**config.mk**
```make
export PLATFORM = sky130hd
export DESIGN_NAME = axis_rr_arbiter_flat
export DESIGN_NICKNAME = d
export VERILOG_FILES = /design/src/rtl/axis_rr_arbiter_pkg.sv /design/src/rtl/axis_rr_arbiter_if.sv /design/src/rtl/axis_rr_arbiter_rr_pick.sv /design/src/rtl/axis_rr_arbiter.sv /design/src/flat_wrapper.sv
export SDC_FILE = /design/constraint.sdc
export NUM_CORES = 1
export LEC_CHECK = 0
export CORE_MARGIN = 2
export CORE_UTILIZATION = 32
export CTS_CLUSTER_DIAMETER = 40
export DETAILED_ROUTE_END_ITERATION = 12
export DONT_BUFFER_PORTS = 1
export GPL_TIMING_DRIVEN = 0
export MAX_ROUTING_LAYER = met4
export SLEW_MARGIN = 20
export SYNTH_ARGS = -nofsm -noshare
export SYNTH_HDL_FRONTEND = slang
export SYNTH_SLANG_ARGS = --single-unit
```
**constraint.sdc**
```tcl
create_clock -name clock -period 2.2 [get_ports clock]
set_input_delay 0.22 -clock clock [delete_from_list [all_inputs] [get_ports clock]]
set_output_delay 0.22 -clock clock [all_outputs]
set_load 0.005 [all_outputs]
```
**src/rtl/axis_rr_arbiter_pkg.sv**
```systemverilog
// -----------------------------------------------------------------------------
// axis_arb_pkg
// Shared types and constants for the packet-level AXI-Stream round-robin
// arbiter (axis_rr_arbiter) and its helpers.
//
// Contents:
//   state_t             arbiter FSM states (IDLE, FORWARD, DISCARD)
//   AXIS_ARB_MAX_PORTS  largest supported number of slave streams
//
// DISCARD is only ever entered when the design is built with the optional
// macro AXIS_ARB_MAXLEN_EN. The encoding is still declared unconditionally,
// so both builds share the same state type.
// -----------------------------------------------------------------------------
package axis_arb_pkg;

  typedef enum logic [1:0] {
    IDLE    = 2'd0,
    FORWARD = 2'd1,
    DISCARD = 2'd2
  } state_t;

  localparam int AXIS_ARB_MAX_PORTS = 8;

endpackage : axis_arb_pkg

```
**src/rtl/axis_rr_arbiter_if.sv**
```systemverilog
// -----------------------------------------------------------------------------
// axis_rr_arbiter_if
// Bundles the N_PORTS packed slave streams, the single master stream and
// the grant vector of axis_rr_arbiter.
//
// Parameters:
//   N_PORTS       number of slave streams (must match the arbiter)
//
// Signals:
//   saxis_tdata   [N_PORTS*8-1:0]  slave data, port i at [i*8+:8]
//   saxis_tvalid  [N_PORTS-1:0]    slave valid, port i at [i]
//   saxis_tuser   [N_PORTS-1:0]    slave user bit
//   saxis_tlast   [N_PORTS-1:0]    slave end-of-packet
//   saxis_tready  [N_PORTS-1:0]    per-port ready (from arbiter)
//   maxis_tdata   [7:0]            master data (from arbiter)
//   maxis_tvalid                   master valid (from arbiter)
//   maxis_tuser                    master user bit (from arbiter)
//   maxis_tlast                    master end-of-packet (from arbiter)
//   maxis_tready                   master ready (into arbiter)
//   grant         [N_PORTS-1:0]    one-hot current owner (from arbiter)
//
// Modports:
//   master  the arbiter's view (it is the master of the output stream)
//   slave   the environment's view (sources and sink around the arbiter)
// -----------------------------------------------------------------------------
interface axis_rr_arbiter_if #(
  parameter int N_PORTS = 4
);

  logic [N_PORTS*8-1:0] saxis_tdata;
  logic [N_PORTS-1:0]   saxis_tvalid;
  logic [N_PORTS-1:0]   saxis_tuser;
  logic [N_PORTS-1:0]   saxis_tlast;
  logic [N_PORTS-1:0]   saxis_tready;

  logic [7:0]           maxis_tdata;
  logic                 maxis_tvalid;
  logic                 maxis_tuser;
  logic                 maxis_tlast;
  logic                 maxis_tready;

  logic [N_PORTS-1:0]   grant;

  modport master (
    input  saxis_tdata,
    input  saxis_tvalid,
    input  saxis_tuser,
    input  saxis_tlast,
    output saxis_tready,
    output maxis_tdata,
    output maxis_tvalid,
    output maxis_tuser,
    output maxis_tlast,
    input  maxis_tready,
    output grant
  );

  modport slave (
    output saxis_tdata,
    output saxis_tvalid,
    output saxis_tuser,
    output saxis_tlast,
    input  saxis_tready,
    input  maxis_tdata,
    input  maxis_tvalid,
    input  maxis_tuser,
    input  maxis_tlast,
    output maxis_tready,
    input  grant
  );

endinterface : axis_rr_arbiter_if

```
**src/rtl/axis_rr_arbiter_rr_pick.sv**
```systemverilog
// -----------------------------------------------------------------------------
// rr_pick
// Purely combinational rotating-priority picker. Chooses the first
// requesting port searching upward from (last_grant+1) mod N_PORTS,
// wrapping around to port 0.
//
// Parameters:
//   N_PORTS     number of requesters
//   IW          width of a port index
//
// Ports:
//   request     [N_PORTS-1:0]  request vector (one bit per port)
//   last_grant  [IW-1:0]       index of the most recently served port
//   onehot      [N_PORTS-1:0]  one-hot selected port (zero if no request)
//   valid                      at least one port is requesting
// -----------------------------------------------------------------------------
module rr_pick #(
  parameter int N_PORTS = 4,
  parameter int IW      = 2
) (
  input  logic [N_PORTS-1:0] request,
  input  logic [IW-1:0]      last_grant,
  output logic [N_PORTS-1:0] onehot,
  output logic               valid
);

  logic [N_PORTS-1:0] upper_mask;
  logic [N_PORTS-1:0] upper_req;
  logic [N_PORTS-1:0] pick_src;

  // upper_mask marks the ports strictly above last_grant: these come first
  // in the rotation, the ports at or below last_grant follow after the wrap.
  genvar gi;
  generate
    for (gi = 0; gi < N_PORTS; gi++) begin : g_mask
      localparam logic [IW-1:0] PORT_IDX = IW'(gi);
      assign upper_mask[gi] = (PORT_IDX > last_grant);
    end
  endgenerate

  assign upper_req = request & upper_mask;

  // If nobody above last_grant is requesting, the search has wrapped and
  // the lowest requester overall wins.
  assign pick_src = (|upper_req) ? upper_req : request;

  // Isolate the lowest set bit (two's-complement trick).
  assign onehot = pick_src & (~pick_src + N_PORTS'(1));
  assign valid  = |request;

endmodule : rr_pick

```
**src/rtl/axis_rr_arbiter.sv**
```systemverilog
// -----------------------------------------------------------------------------
// axis_rr_arbiter
// Packet-granular round-robin arbiter merging N_PORTS AXI-Stream slaves
// (8-bit tdata, 1-bit tuser, tlast) onto one registered master stream.
// A granted port owns the output until its tlast beat is accepted; the
// next owner is chosen in IDLE by rotating priority after the last owner.
//
// Parameters:
//   N_PORTS   number of slave streams, 2..8
//   MAX_LEN   max beats per packet (used only with AXIS_ARB_MAXLEN_EN)
//
// Ports:
//   clock     single clock, rising edge
//   aresetn   asynchronous active-low reset
//   bus       axis_rr_arbiter_if.master: saxis_* slave streams and
//             saxis_tready, registered maxis_* stream and maxis_tready,
//             one-hot grant (zero when idle)
//
// Optional feature (macro AXIS_ARB_MAXLEN_EN):
//   Counts beats of the granted packet. When beat MAX_LEN is accepted
//   without tlast, it is output with tuser=1, tlast=1 and the rest of the
//   source packet is swallowed in DISCARD until its tlast. Without the
//   macro there is no counter, no DISCARD, and packets pass unmodified.
// -----------------------------------------------------------------------------
module axis_rr_arbiter
  import axis_arb_pkg::*;
#(
  parameter int N_PORTS = 4,
  parameter int MAX_LEN = 1518
) (
  input  logic               clock,
  input  logic               aresetn,
  axis_rr_arbiter_if.master  bus
);

  localparam int IW = $clog2(N_PORTS);

  // ---------------------------------------------------------------------------
  // State
  // ---------------------------------------------------------------------------
  state_t               state_reg;
  logic [N_PORTS-1:0]   grant_reg;
  logic [IW-1:0]        gidx_reg;        // index form of grant_reg
  logic [IW-1:0]        last_grant_reg;

  logic [7:0]           maxis_tdata_reg;
  logic                 maxis_tvalid_reg;
  logic                 maxis_tuser_reg;
  logic                 maxis_tlast_reg;

`ifdef AXIS_ARB_MAXLEN_EN
  logic [15:0]          beat_cnt_reg;
  logic [15:0]          beat_cnt_next;
  logic                 truncate;
`else
  // MAX_LEN only matters when truncation is built in.
  logic                 unused_max_len;
  assign unused_max_len = (MAX_LEN != 0);
`endif

  // ---------------------------------------------------------------------------
  // Rotating-priority pick
  // ---------------------------------------------------------------------------
  logic [N_PORTS-1:0]   pick_onehot;
  logic                 pick_valid;
  logic [IW-1:0]        pick_idx;

  rr_pick #(
    .N_PORTS (N_PORTS),
    .IW      (IW)
  ) u_rr_pick (
    .request    (bus.saxis_tvalid),
    .last_grant (last_grant_reg),
    .onehot     (pick_onehot),
    .valid      (pick_valid)
  );

  always_comb begin
    pick_idx = '0;
    for (int i = 0; i < N_PORTS; i++) begin
      if (pick_onehot[i]) begin
        pick_idx = IW'(i);
      end
    end
  end

  // ---------------------------------------------------------------------------
  // Granted-port beat selection
  // ---------------------------------------------------------------------------
  logic [7:0]           sel_tdata;
  logic                 sel_tuser;
  logic                 sel_tlast;

  always_comb begin
    sel_tdata = '0;
    sel_tuser = 1'b0;
    sel_tlast = 1'b0;
    for (int i = 0; i < N_PORTS; i++) begin
      if (gidx_reg == IW'(i)) begin
        sel_tdata = bus.saxis_tdata[i*8 +: 8];
        sel_tuser = bus.saxis_tuser[i];
        sel_tlast = bus.saxis_tlast[i];
      end
    end
  end

  // ---------------------------------------------------------------------------
  // Ready generation
  // ---------------------------------------------------------------------------
  // The output register can take a new beat when it is empty or being
  // emptied this cycle, which keeps the stream at full rate without a
  // skid buffer while never overwriting an unaccepted beat.
  logic                 out_free;
  logic [N_PORTS-1:0]   ready_vec;
  logic                 accept;

  assign out_free = !maxis_tvalid_reg || bus.maxis_tready;

  always_comb begin
    ready_vec = '0;
    case (state_reg)
      FORWARD: ready_vec = grant_reg & {N_PORTS{out_free}};
`ifdef AXIS_ARB_MAXLEN_EN
      // Dropped beats never reach the output register, so no backpressure.
      DISCARD: ready_vec = grant_reg;
`endif
      default: ready_vec = '0;
    endcase
  end

  assign accept = |(ready_vec & bus.saxis_tvalid);

`ifdef AXIS_ARB_MAXLEN_EN
  assign beat_cnt_next = beat_cnt_reg + 16'd1;
  assign truncate      = !sel_tlast && (beat_cnt_next == 16'(MAX_LEN));
`endif

  // ---------------------------------------------------------------------------
  // FSM and registered outputs
  // ---------------------------------------------------------------------------
  always_ff @(posedge clock or negedge aresetn) begin
    if (!aresetn) begin
      state_reg        <= IDLE;
      grant_reg        <= '0;
      gidx_reg         <= '0;
      last_grant_reg   <= IW'(N_PORTS - 1);
      maxis_tdata_reg  <= '0;
      maxis_tvalid_reg <= 1'b0;
      maxis_tuser_reg  <= 1'b0;
      maxis_tlast_reg  <= 1'b0;
`ifdef AXIS_ARB_MAXLEN_EN
      beat_cnt_reg     <= '0;
`endif
    end else begin
      // The output register drains in every state; a beat loaded below in
      // the same cycle takes precedence.
      if (maxis_tvalid_reg && bus.maxis_tready) begin
        maxis_tvalid_reg <= 1'b0;
      end

      case (state_reg)
        IDLE: begin
          if (pick_valid) begin
            grant_reg <= pick_onehot;
            gidx_reg  <= pick_idx;
            state_reg <= FORWARD;
`ifdef AXIS_ARB_MAXLEN_EN
            beat_cnt_reg <= '0;
`endif
          end
        end

        FORWARD: begin
          if (accept) begin
            maxis_tdata_reg  <= sel_tdata;
            maxis_tuser_reg  <= sel_tuser;
            maxis_tlast_reg  <= sel_tlast;
            maxis_tvalid_reg <= 1'b1;
`ifdef AXIS_ARB_MAXLEN_EN
            beat_cnt_reg <= beat_cnt_next;
            if (truncate) begin
              // Close the packet downstream and flag it as cut short.
              maxis_tuser_reg <= 1'b1;
              maxis_tlast_reg <= 1'b1;
              state_reg       <= DISCARD;
            end
`endif
            if (sel_tlast) begin
              state_reg      <= IDLE;
              grant_reg      <= '0;
              last_grant_reg <= gidx_reg;
            end
          end
        end

`ifdef AXIS_ARB_MAXLEN_EN
        DISCARD: begin
          if (accept && sel_tlast) begin
            state_reg      <= IDLE;
            grant_reg      <= '0;
            last_grant_reg <= gidx_reg;
          end
        end
`endif

        default: state_reg <= IDLE;
      endcase
    end
  end

  assign bus.saxis_tready = ready_vec;
  assign bus.maxis_tdata  = maxis_tdata_reg;
  assign bus.maxis_tvalid = maxis_tvalid_reg;
  assign bus.maxis_tuser  = maxis_tuser_reg;
  assign bus.maxis_tlast  = maxis_tlast_reg;
  assign bus.grant        = grant_reg;

endmodule : axis_rr_arbiter

```
**src/flat_wrapper.sv**
```systemverilog
// flat-port wrapper written by rule: the top's interface ports become plain ports
module axis_rr_arbiter_flat import axis_arb_pkg::*;
#(
  parameter int N_PORTS = 4,
  parameter int MAX_LEN = 1518
)
  (clock, aresetn, bus_saxis_tdata, bus_saxis_tvalid, bus_saxis_tuser, bus_saxis_tlast, bus_saxis_tready, bus_maxis_tdata, bus_maxis_tvalid, bus_maxis_tuser, bus_maxis_tlast, bus_maxis_tready, bus_grant);
  axis_rr_arbiter_if #(.N_PORTS(N_PORTS)) bus_i ();
  input  logic clock;
  input  logic aresetn;
  input wire logic [$bits(bus_i.saxis_tdata)-1:0] bus_saxis_tdata;
  input wire logic [$bits(bus_i.saxis_tvalid)-1:0] bus_saxis_tvalid;
  input wire logic [$bits(bus_i.saxis_tuser)-1:0] bus_saxis_tuser;
  input wire logic [$bits(bus_i.saxis_tlast)-1:0] bus_saxis_tlast;
  output wire logic [$bits(bus_i.saxis_tready)-1:0] bus_saxis_tready;
  output wire logic [$bits(bus_i.maxis_tdata)-1:0] bus_maxis_tdata;
  output wire logic [$bits(bus_i.maxis_tvalid)-1:0] bus_maxis_tvalid;
  output wire logic [$bits(bus_i.maxis_tuser)-1:0] bus_maxis_tuser;
  output wire logic [$bits(bus_i.maxis_tlast)-1:0] bus_maxis_tlast;
  input wire logic [$bits(bus_i.maxis_tready)-1:0] bus_maxis_tready;
  output wire logic [$bits(bus_i.grant)-1:0] bus_grant;
  assign bus_i.saxis_tdata = bus_saxis_tdata;
  assign bus_i.saxis_tvalid = bus_saxis_tvalid;
  assign bus_i.saxis_tuser = bus_saxis_tuser;
  assign bus_i.saxis_tlast = bus_saxis_tlast;
  assign bus_saxis_tready = bus_i.saxis_tready;
  assign bus_maxis_tdata = bus_i.maxis_tdata;
  assign bus_maxis_tvalid = bus_i.maxis_tvalid;
  assign bus_maxis_tuser = bus_i.maxis_tuser;
  assign bus_maxis_tlast = bus_i.maxis_tlast;
  assign bus_i.maxis_tready = bus_maxis_tready;
  assign bus_grant = bus_i.grant;
  axis_rr_arbiter #(.N_PORTS(N_PORTS), .MAX_LEN(MAX_LEN)) u_core (.clock(clock), .aresetn(aresetn), .bus(bus_i));
endmodule
```
# Yosys cells after proc, flatten, opt, wreduce, memory -nomap -nowiden
# Index checks and enable logic that the tools add are counted.
# W data, S select, Z words.
[totals]
ramBits = 0
regBits = 21
wordCells = 67
output_inout_bits = 19
input_bits = 47
mem_count = 0
latchBits = 0
rom_bits = 0
[classes]
mul = 0
magnitude_cmp = 4
n_shift = 0
reduce_logical = 14
muxes = 28
div = 0
n_bitwise = 5
eq_ne = 7
add_sub_neg = 1
[ops]
columns = ["cell", "n"]
rows = [
  ["$mux W8", 4],
  ["$mux W4", 5],
  ["$and A4 B4 Y4", 4],
  ["$mux W1", 12],
  ["$reduce_or A4 Y1", 3],
  ["$mux W2", 5],
  ["$pmux W4 S2", 1],
  ["$ne A2 B1 Y1 const B", 3],
  ["$reduce_and A3 Y1", 2],
  ["$add A4 B1 Y4 const B", 1],
  ["$eq A2 B1 Y1 const B", 2],
  ["$eq A2 B2 Y1 const B", 2],
  ["$gt A1 B2 Y1 const A", 2],
  ["$gt A2 B2 Y1 const A", 2],
  ["$logic_not A2 Y1", 2],
  ["$not A4 Y4", 1],
  ["$pmux W2 S2", 1],
  ["$reduce_and A2 Y1", 2],
  ["$reduce_and A4 Y1", 1],
  ["$reduce_bool A2 Y1", 1],
  ["$logic_and A1 B1 Y1", 1],
  ["$logic_not A1 Y1", 1],
  ["$logic_or A1 B1 Y1", 1],
]

# Longest topological paths before layout
# Gate-level depths: netlist of the first run.
[depth]
ltp_word = 10
mapped_depth = 5
ltp_nobuf = 4

# Hierarchy
# Synthesis of the first run repeated with hierarchy kept, for this count alone.
[unflattened]
hier_cells = 97
hier_area_um2 = 1186.1
[modules_own_cells]
columns = ["module", "cells_each", "area_each_um2", "instances"]
rows = [
  ["axis_rr_arbiter", 79, 1072.3, 1],
  ["rr_pick", 18, 113.9, 1],
]

# Worst setup path after synthesis of the first run
# OpenSTA, ideal clock, no wires.
[synth_timing]
path_kind = "reg-to-reg"
from = "register u_core.grant_reg[1], in the netlist u_core.bus.grant[1]"
to = "register u_core.maxis_tdata_reg[0], in the netlist u_core.bus.maxis_tdata[0]"
synth_period_minus_slack_ns = 1.576
required_time_ns = 2.075
setup_time_ns = 0.125
setup_slack_ns = 0.624
path_stages_with_launch = 5
path_buffers = 1
arrival_ns = 1.451
path_cell_list = "dfrtp_1 a22o_1 o211ai_2 buf_2 mux2_2"
[synth_via]
elab_chain_cells = 5
[synth_rtl]
columns = ["element", "line_no", "source"]
rows = [
  ["start: declaration", "axis_rr_arbiter.sv:42", "logic [N_PORTS-1:0] grant_reg;"],
  ["start signal: assignment", "axis_rr_arbiter.sv:164", "grant_reg <= pick_onehot;"],
  ["$and A4 B4 Y4", "axis_rr_arbiter.sv:122", "FORWARD: ready_vec = grant_reg & {N_PORTS{out_free}};"],
  ["$mux W4", "axis_rr_arbiter.sv:121", "case (state_reg)"],
  ["$and A4 B4 Y4", "axis_rr_arbiter.sv:131", "assign accept = |(ready_vec & bus.saxis_tvalid);"],
  ["$reduce_or A4 Y1", "axis_rr_arbiter.sv:131", ""],
  ["$reduce_and A2 Y1 (no line)", "-", ""],
  ["end signal: assignment", "axis_rr_arbiter.sv:175", "maxis_tdata_reg <= sel_tdata;"],
  ["end: declaration", "axis_rr_arbiter.sv:46", "logic [7:0] maxis_tdata_reg;"],
]
# Every way passes these cells.
# A chain may end at the register's enable or synchronous reset.

# Worst setup path after layout of the first run
# Ends and elaborated chain as after synthesis.

==> results of run 1 <==
## metrics by stage
stage               area (sq um)  hold slack [ns]  instances  setup slack, ns
floorplan                   1166         -0.07559         86           0.6244
global placement            1224         -0.07517        132           0.4576
detailed placement          1224         -0.07506        132           0.4536
CTS                         1270          0.06106        137           0.4270
global route                1270          0.08536        137           0.3597
finish                      1270          0.06620        137           0.4482
## kinds of logic after synthesis
group           after synthesis
compound gates               17
buf+inv                       6
flops                        20
simple gates                 22
mux                          21
## cell usage in the layout, fill, tap and decap left out, drive strengths merged, types with 2 or more instances in the layout
cell	Yosys	layout
inv	2	2
buf	3	3
and3	4	4
mux2	11	11
a22o	2	2
dfstp	2	2
nand2	7	7
a21o	2	2
mux4	10	10
dfrtp	18	18
o31ai	3	3
o21bai	2	2
nor2b	2	2
o21ai	2	2
nand2b	4	4
clkbuf	1	5
## synthesized netlist by cell type (2+ instances only)
master | number | area share (%)
sky130_fd_sc_hd__and3_1 | 4 | 2.1
sky130_fd_sc_hd__nand2b_1 | 4 | 2.1
sky130_fd_sc_hd__inv_1 | 2 | 0.64
sky130_fd_sc_hd__o21bai_1 | 2 | 1.3
sky130_fd_sc_hd__dfstp_2 | 2 | 4.5
sky130_fd_sc_hd__dfrtp_1 | 18 | 39
sky130_fd_sc_hd__o21ai_0 | 2 | 0.86
sky130_fd_sc_hd__buf_2 | 2 | 0.86
sky130_fd_sc_hd__nand2_1 | 7 | 2.3
sky130_fd_sc_hd__mux2_2 | 9 | 8.7
sky130_fd_sc_hd__o31ai_1 | 2 | 1.3
sky130_fd_sc_hd__mux4_2 | 10 | 19
sky130_fd_sc_hd__a21o_1 | 2 | 1.3
sky130_fd_sc_hd__mux2_4 | 2 | 2.6
sky130_fd_sc_hd__a22o_1 | 2 | 1.5
## report_power, final
part	internal [mW]	total (mW)	switching, mW
combinational	0.479	0.813	0.334
clock	0.101	0.217	0.115
sequential	0.565	0.753	0.188
## layer usage
metal | vias to the layer above | share of wire (%)
li1 | 343 | -
met1 | 398 | 36
met2 | 35 | 54
met3 | 9 | 6.5
met4 | 0 | 3.6
met5 | - | 0
## final cells by class
cell class / count / area [sq um]
inverter: 2 / 7.507
timing repair buffer: 1 / 10.01
tap: 46 / 57.56
sequential: 20 / 503.0
buffer: 4 / 25.02
clock buffer: 4 / 36.28
multi-input combinational: 60 / 630.6
fill: 348 / 2146
## critical path, stage by stage, from the launching register on
cell and delay, ns:
sky130_fd_sc_hd__dfrtp_1 0.44, sky130_fd_sc_hd__a22o_1 0.26, sky130_fd_sc_hd__o211ai_2 0.28, sky130_fd_sc_hd__buf_2 0.30, sky130_fd_sc_hd__mux2_2 0.36
## path summary, 6_finish.rpt
kind                                             start  cells past startpoint                         to  slack [ns]
worst max-delay path               u_core.bus.grant[1]                      4  u_core.bus.maxis_tdata[0]        0.45
worst min-delay path               bus_saxis_tvalid[2]                      2        u_core.bus.grant[2]        0.07
worst max register to register     u_core.bus.grant[1]                      4  u_core.bus.maxis_tdata[0]        0.45
worst min register to register  u_core.bus.maxis_tlast                      1     u_core.bus.maxis_tlast        0.53
max in group asynchronous                      aresetn                      1        u_core.bus.grant[3]        1.19
min in group asynchronous                      aresetn                      1  u_core.bus.maxis_tdata[3]        0.47
==> qor_table.md, run 1 <==
| Metric | Value | Unit |
|:---|:---|:---|
| Fraction of synthesized cell area in xor and xnor cells | 0 | % |
| Main combinational cell family by area after synthesis | multiplexers | - |
| Die area | 4143 | sq um |
| Count of nets after finishing | 139 | - |
| Total number of yosys warnings | 0 | - |
| Multiplexer fraction of the synthesized cell area | 30.58 | % |
| Number of violations of the max-capacitance limit | 0 | - |
| Number of instances in the synthesized netlist | 86 | - |
| Slew at the pin with the worst max-slew slack | 0.8910 | ns |
| Setup repair after global routing missed its margin | false | - |
| Compound-Gate Fraction of Synth Area | 11.91 | % |
| Max FFs per register | 8 | - |
| Number of endpoints with negative hold slack in the final report | 0 | - |
| Minimum clock period | 1.752 | ns |
| Distinct cell type count of the synthesized netlist | 31 | - |
| Rel. slew slack | 40.40 | % |
| Cell at the root of the clock tree | sky130_fd_sc_hd__clkbuf_4 | - |
| Final count of negative-setup-slack endpoints | 0 | - |
| Fraction of the core area covered by cells at the end of the flow | 37.18 | % |
| TritonCTS clock tree | built | - |
| Worst endpoint data arrival time | 1.95 | ns |
| Async set or reset register ratio after synthesis | 100.0 | % |
| Data required time at the worst endpoint | 2.40 | ns |
| Global routing usage on met3 | 2.641 | % |
| RePlAce Congestion | 0.7054 | - |
| Width of the die | 64.37 | um |
| Most congested layer reported by global routing | met2 | - |
| Clock Pin Slew Worst Setup and Hold Paths | 0.11 | ns |
| Number of DRC markers in iteration 0 | 21 | - |
| Remaining global-route overflow | 0 | - |
| Overall Power | 1.782 | mW |
| Hold-fix buffer count after cts | 1 | - |
| Number of vias per cell | 5.730 | - |
| Deepest clock path buffer count | 2 | - |
| Initial core utilization | 34.14 | % |
| Synth Area in Simple Gates | 11.59 | % |
| Post-CTS Setup Inserts | 0 | - |
| Net count after synthesis | 133 | - |
| Number of pins with negative max-slew slack in the final report | 0 | - |
| Average cell area after synthesis | 13.56 | sq um |
| Number of flip-flops and latches in the synthesized netlist | 20 | - |
| Drt total wl | 2677 | um |
| I/O pin total | 66 | - |
| Share of cells above drive strength 1 | 38.46 | % |
| Leakage component of the power | 0.5240 | nW |
| Worst hold-check path type | primary input to flip-flop | - |
| Part of the Yosys area used for sequential elements | 43.13 | % |
| First-pass GRT wire length | 4312 | um |
| Post-cts gate resize count | 0 | - |
| Via count | 785 | - |
| Clk Latency, worst-skew pair | 0.31 | ns |
| Antenna violations before repair | 0 | - |
| Pwr per Cell Area | 1403 | nW/um^2 |
| TritonCTS Sinks | 20 | - |
| Nature of the critical path endpoint | flip-flop | - |
| Number of buffers created by CTS | 3 | - |
| Fraction of the mapped netlist area in adder cells | 0 | % |
| Synth Flop Type | sky130_fd_sc_hd__dfrtp_1 | - |
| Synthesis-to-finish area growth | 8.906 | % |
| Number of levels in the clock H-tree | 1 | - |
| Input/output buffers | 0 | - |
| Pin count of the biggest net entering global routing | 21 | - |
| Number of flops mapped to enable cells by yosys | 0 | - |
| Gr usage total | 14.28 | % |
| Startpoint types | flip-flop | - |
| Share of the clock period used by the worst path | 79.63 | % |
| Remaining antenna violation count after routing | 0 | - |
| DRC | 0 | - |
| Met1 capacity usage during global routing | 14.45 | % |
| Number of iterations in the first detailed-routing pass | 4 | - |
| Worst vdd ir | 0.3220 | mV |
| Fmax achieved | 570.9 | MHz |
| Type of the worst setup path | flip-flop to flip-flop | - |
| Vias in the first global route | 885 | - |
| Met2 routing resource usage after global routing | 25.39 | % |
| Total Negative Setup Slacks | 0 | ns |
| Count of inserted antenna diode cells | 0 | - |
| Top fanout value on the critical path | 10 | - |
| Average wire per standard cell | 19.54 | um |
| Row count | 21 | - |
| Clock Skews | 0.004444 | ns |
| Cell Area, Synth | 1166 | sq um |
| Vertical extent of the die | 64.37 | um |
| Total core area | 3416 | sq um |
| Placed wire-length estimate | 2129 | um |
| Status | finished, final reports clean | - |
Power figures use the tool's default switching activity.
==> inputs of run 2 (changes only) <==
- clock period: 2.2 -> 1.7 ns (I/O delays scaled with it)
==> run 2 against run 1 <==
Compared with the run above: sequential share of layout area is 0.58 points lower; combinational power is 35% higher; setup slack worse by 0.37 ns; flip-flop and latch count stayed put; clock power is 30% higher; largest power group unchanged.
==> qor_table.md, run 2 (synthesis results as in run 1) <==
| Metric | Value | Unit | Delta |
|:---|:---|:---|:---|
| Hold path depth | 2 | - | unchanged |
| Drt total wl | 2664 | um | -0.49% |
| Clock Pin Slew Worst Setup and Hold Paths | 0.12 | ns | about the same |
| Setup repair after global routing missed its margin | false | - |  |
| Register-to-Register Path Depth | 4 | - | unchanged |
| Share of cells above drive strength 1 | 39.56 | % | +1.1 points |
| Max FFs per register | 8 | - | unchanged |
| Endpoint of the worst setup timing path | u_core.bus.maxis_tdata[0] | - |  |
| Data required time at the worst endpoint | 1.90 | ns | -0.50 ns |
| Number of endpoints with negative hold slack in the final report | 0 | - | unchanged |
| Die area | 4143 | sq um | unchanged |
| Number of DRC markers in iteration 0 | 19 | - | -9.5% |
| Worst endpoint data arrival time | 1.82 | ns | -0.13 ns |
| Via count | 787 | - | +0.25% |
| Status | finished, final reports clean | - |  |
| Startpoint types | flip-flop | - |  |
| Final count of negative-setup-slack endpoints | 0 | - | unchanged |
| Clock Skews | 0.005498 | ns | +0.001054 ns |
| Remaining global-route overflow | 0 | - | unchanged |
| Most used cells in the layout excluding fill and tap cells | sky130_fd_sc_hd__dfrtp_1 (18), sky130_fd_sc_hd__mux4_2 (10), sky130_fd_sc_hd__mux2_2 (9) | - |  |
| Most congested layer reported by global routing | met2 | - |  |
| Remaining antenna violation count after routing | 0 | - | unchanged |
| First-pass GRT wire length | 4326 | um | +0.32% |
| Vertical extent of the die | 64.37 | um | unchanged |
| Met2 routing resource usage after global routing | 25.39 | % | unchanged |
| Total core area | 3416 | sq um | unchanged |
| R2r setup slk | 0.08 | ns | -0.37 ns |
| Worst vdd ir | 0.4224 | mV | +31% |
| Vias in the first global route | 885 | - | unchanged |
| Antenna violations before repair | 0 | - | unchanged |
| Leakage component of the power | 0.5312 | nW | +1.4% |
| Number of violations of the max-capacitance limit | 0 | - | unchanged |
| I/O pin total | 66 | - | unchanged |
| Initial core utilization | 34.14 | % | unchanged |
| DRC | 0 | - | unchanged |
| Number of levels in the clock H-tree | 1 | - | unchanged |
| Setup slack at placement | -0.04642 | ns | -0.5000 ns |
| Top fanout value on the critical path | 10 | - | unchanged |
| Crit-path max cell delay | 0.44 | ns | about the same |
| Share of the clock period used by the worst path | 95.33 | % | +16 points |
| Pin count of the biggest net entering global routing | 21 | - | unchanged |
| Global routing usage on met3 | 2.641 | % | unchanged |
| Number of pins with negative max-slew slack in the final report | 0 | - | unchanged |
| Clk Latency, worst-skew pair | 0.31 | ns | about the same |
| Width of the die | 64.37 | um | unchanged |
| Placed wire-length estimate | 2129 | um | unchanged |
| Deepest clock path buffer count | 2 | - | unchanged |
| Row count | 21 | - | unchanged |
| RR Endpoint | u_core.bus.maxis_tdata[0] | - |  |
| Minimum clock period | 1.621 | ns | -0.1311 ns |
| Worst setup startpoint | u_core.bus.grant[1] | - |  |
| Startpoint of the lowest-slack register-to-register path | u_core.bus.grant[1] | - |  |
| WHS | 0.01422 | ns | -0.05198 ns |
| Type of the worst setup path | flip-flop to flip-flop | - |  |
| Pwr per Cell Area | 1830 | nW/um^2 | +30% |
| Average wire per standard cell | 19.45 | um | -0.49% |
| Synthesis-to-finish area growth | 10.52 | % |  |
| Cell with the largest stage delay on the worst path | sky130_fd_sc_hd__dfrtp_1 | - |  |
| TritonCTS clock tree | built | - |  |
| RePlAce Congestion | 0.7054 | - | unchanged |
| Input/output buffers | 0 | - | unchanged |
| Final Cell Area | 1289 | sq um | +1.5% |
| Slew at the pin with the worst max-slew slack | 0.9053 | ns | +0.01430 ns |
| Worst hold-check path type | primary input to flip-flop | - |  |
| Fmax achieved | 617.0 | MHz | +8.1% |
| Count of inserted antenna diode cells | 0 | - | unchanged |
| Cell at the root of the clock tree | sky130_fd_sc_hd__clkbuf_4 | - |  |
| Fraction of the core area covered by cells at the end of the flow | 37.73 | % | +0.55 points |
| Rel. slew slack | 39.44 | % | -0.96 points |
| Cell Chain, Critical Path | a22o_1 -> o211ai_4 -> buf_6 -> mux2_2 | - |  |
| TritonCTS Sinks | 20 | - | unchanged |
| Count of fill cells added during filler insertion | 344 | - | -1.1% |
| Gr usage total | 14.32 | % | +0.038 points |
| Number of iterations in the first detailed-routing pass | 4 | - | unchanged |
| Nature of the critical path endpoint | flip-flop | - |  |
| Overall Power | 2.359 | mW | +32% |
| Leading cell type in the layout, fill and taps excluded | sky130_fd_sc_hd__dfrtp_1 | - |  |
| Count of nets after finishing | 139 | - | unchanged |
| Placed inst area | 1224 | sq um | unchanged |
| Final worst setup slack | 0.07938 | ns | -0.3689 ns |
| Number of vias per cell | 5.745 | - | +0.25% |
| Number of buffers created by CTS | 3 | - | unchanged |
| Post-CTS Setup Inserts | 0 | - | unchanged |
| Met1 capacity usage during global routing | 14.56 | % | +0.11 points |
[run 2: repair_timing]
item	in CTS	in global routing
endpoints found under the setup margin	8	8
endpoints found under the hold margin	20	0
hold buffers	1	0
resized for setup	3	3
[run 2: worst max-delay path: cells and delay by family, from the launching register on]
kind                   cells  cell delay [ns]
AO/OA/AOI/OAI              2             0.54
flip-flops                 1             0.44
multiplexers               1             0.34
buffers and inverters      1             0.19
[run 2: worst min path at each step]
stage | start | to | slack (ns)
floorplan | aresetn | u_core.bus.grant[0] | -0.13
global placement | aresetn | u_core.bus.maxis_tdata[2] | -0.13
detailed placement | aresetn | u_core.bus.maxis_tdata[2] | -0.13
CTS | bus_saxis_tvalid[2] | u_core.bus.grant[2] | 0.01
global route | bus_saxis_tvalid[2] | u_core.bus.grant[2] | 0.04
finish | bus_saxis_tvalid[2] | u_core.bus.grant[2] | 0.01
[run 2: cell type report]
class | count | area, sq um | area share, %
tap | 46 | 57.56 | 4.466
sequential | 20 | 503.0 | 39.03
multi-input combinational | 60 | 639.4 | 49.61
timing repair buffer | 1 | 10.01 | 0.7767
clock buffer | 4 | 36.28 | 2.816
buffer | 4 | 35.03 | 2.718
inverter | 2 | 7.507 | 0.5825
[run 2: layer usage]
layer,part of all wire (%),wire (um)
met5,0,0
met4,3.6,95
met3,6.4,171
met2,54,1448
met1,36,948
[run 2: power by group]
group | internal [mW] | switching (mW)
Clock | 0.131 | 0.151
Combinational | 0.657 | 0.443
Sequential | 0.731 | 0.245
Total | 1.52 | 0.839
[run 2: through the flow]
| stage | std cells | setup TNS [ns] |
|---|---|---|
| global placement | 132 | -0.3207 |
| finish | 137 | 0 |
| global route | 137 | 0 |
| detailed placement | 132 | -0.3294 |
| CTS | 137 | 0 |
| floorplan | 86 | 0 |
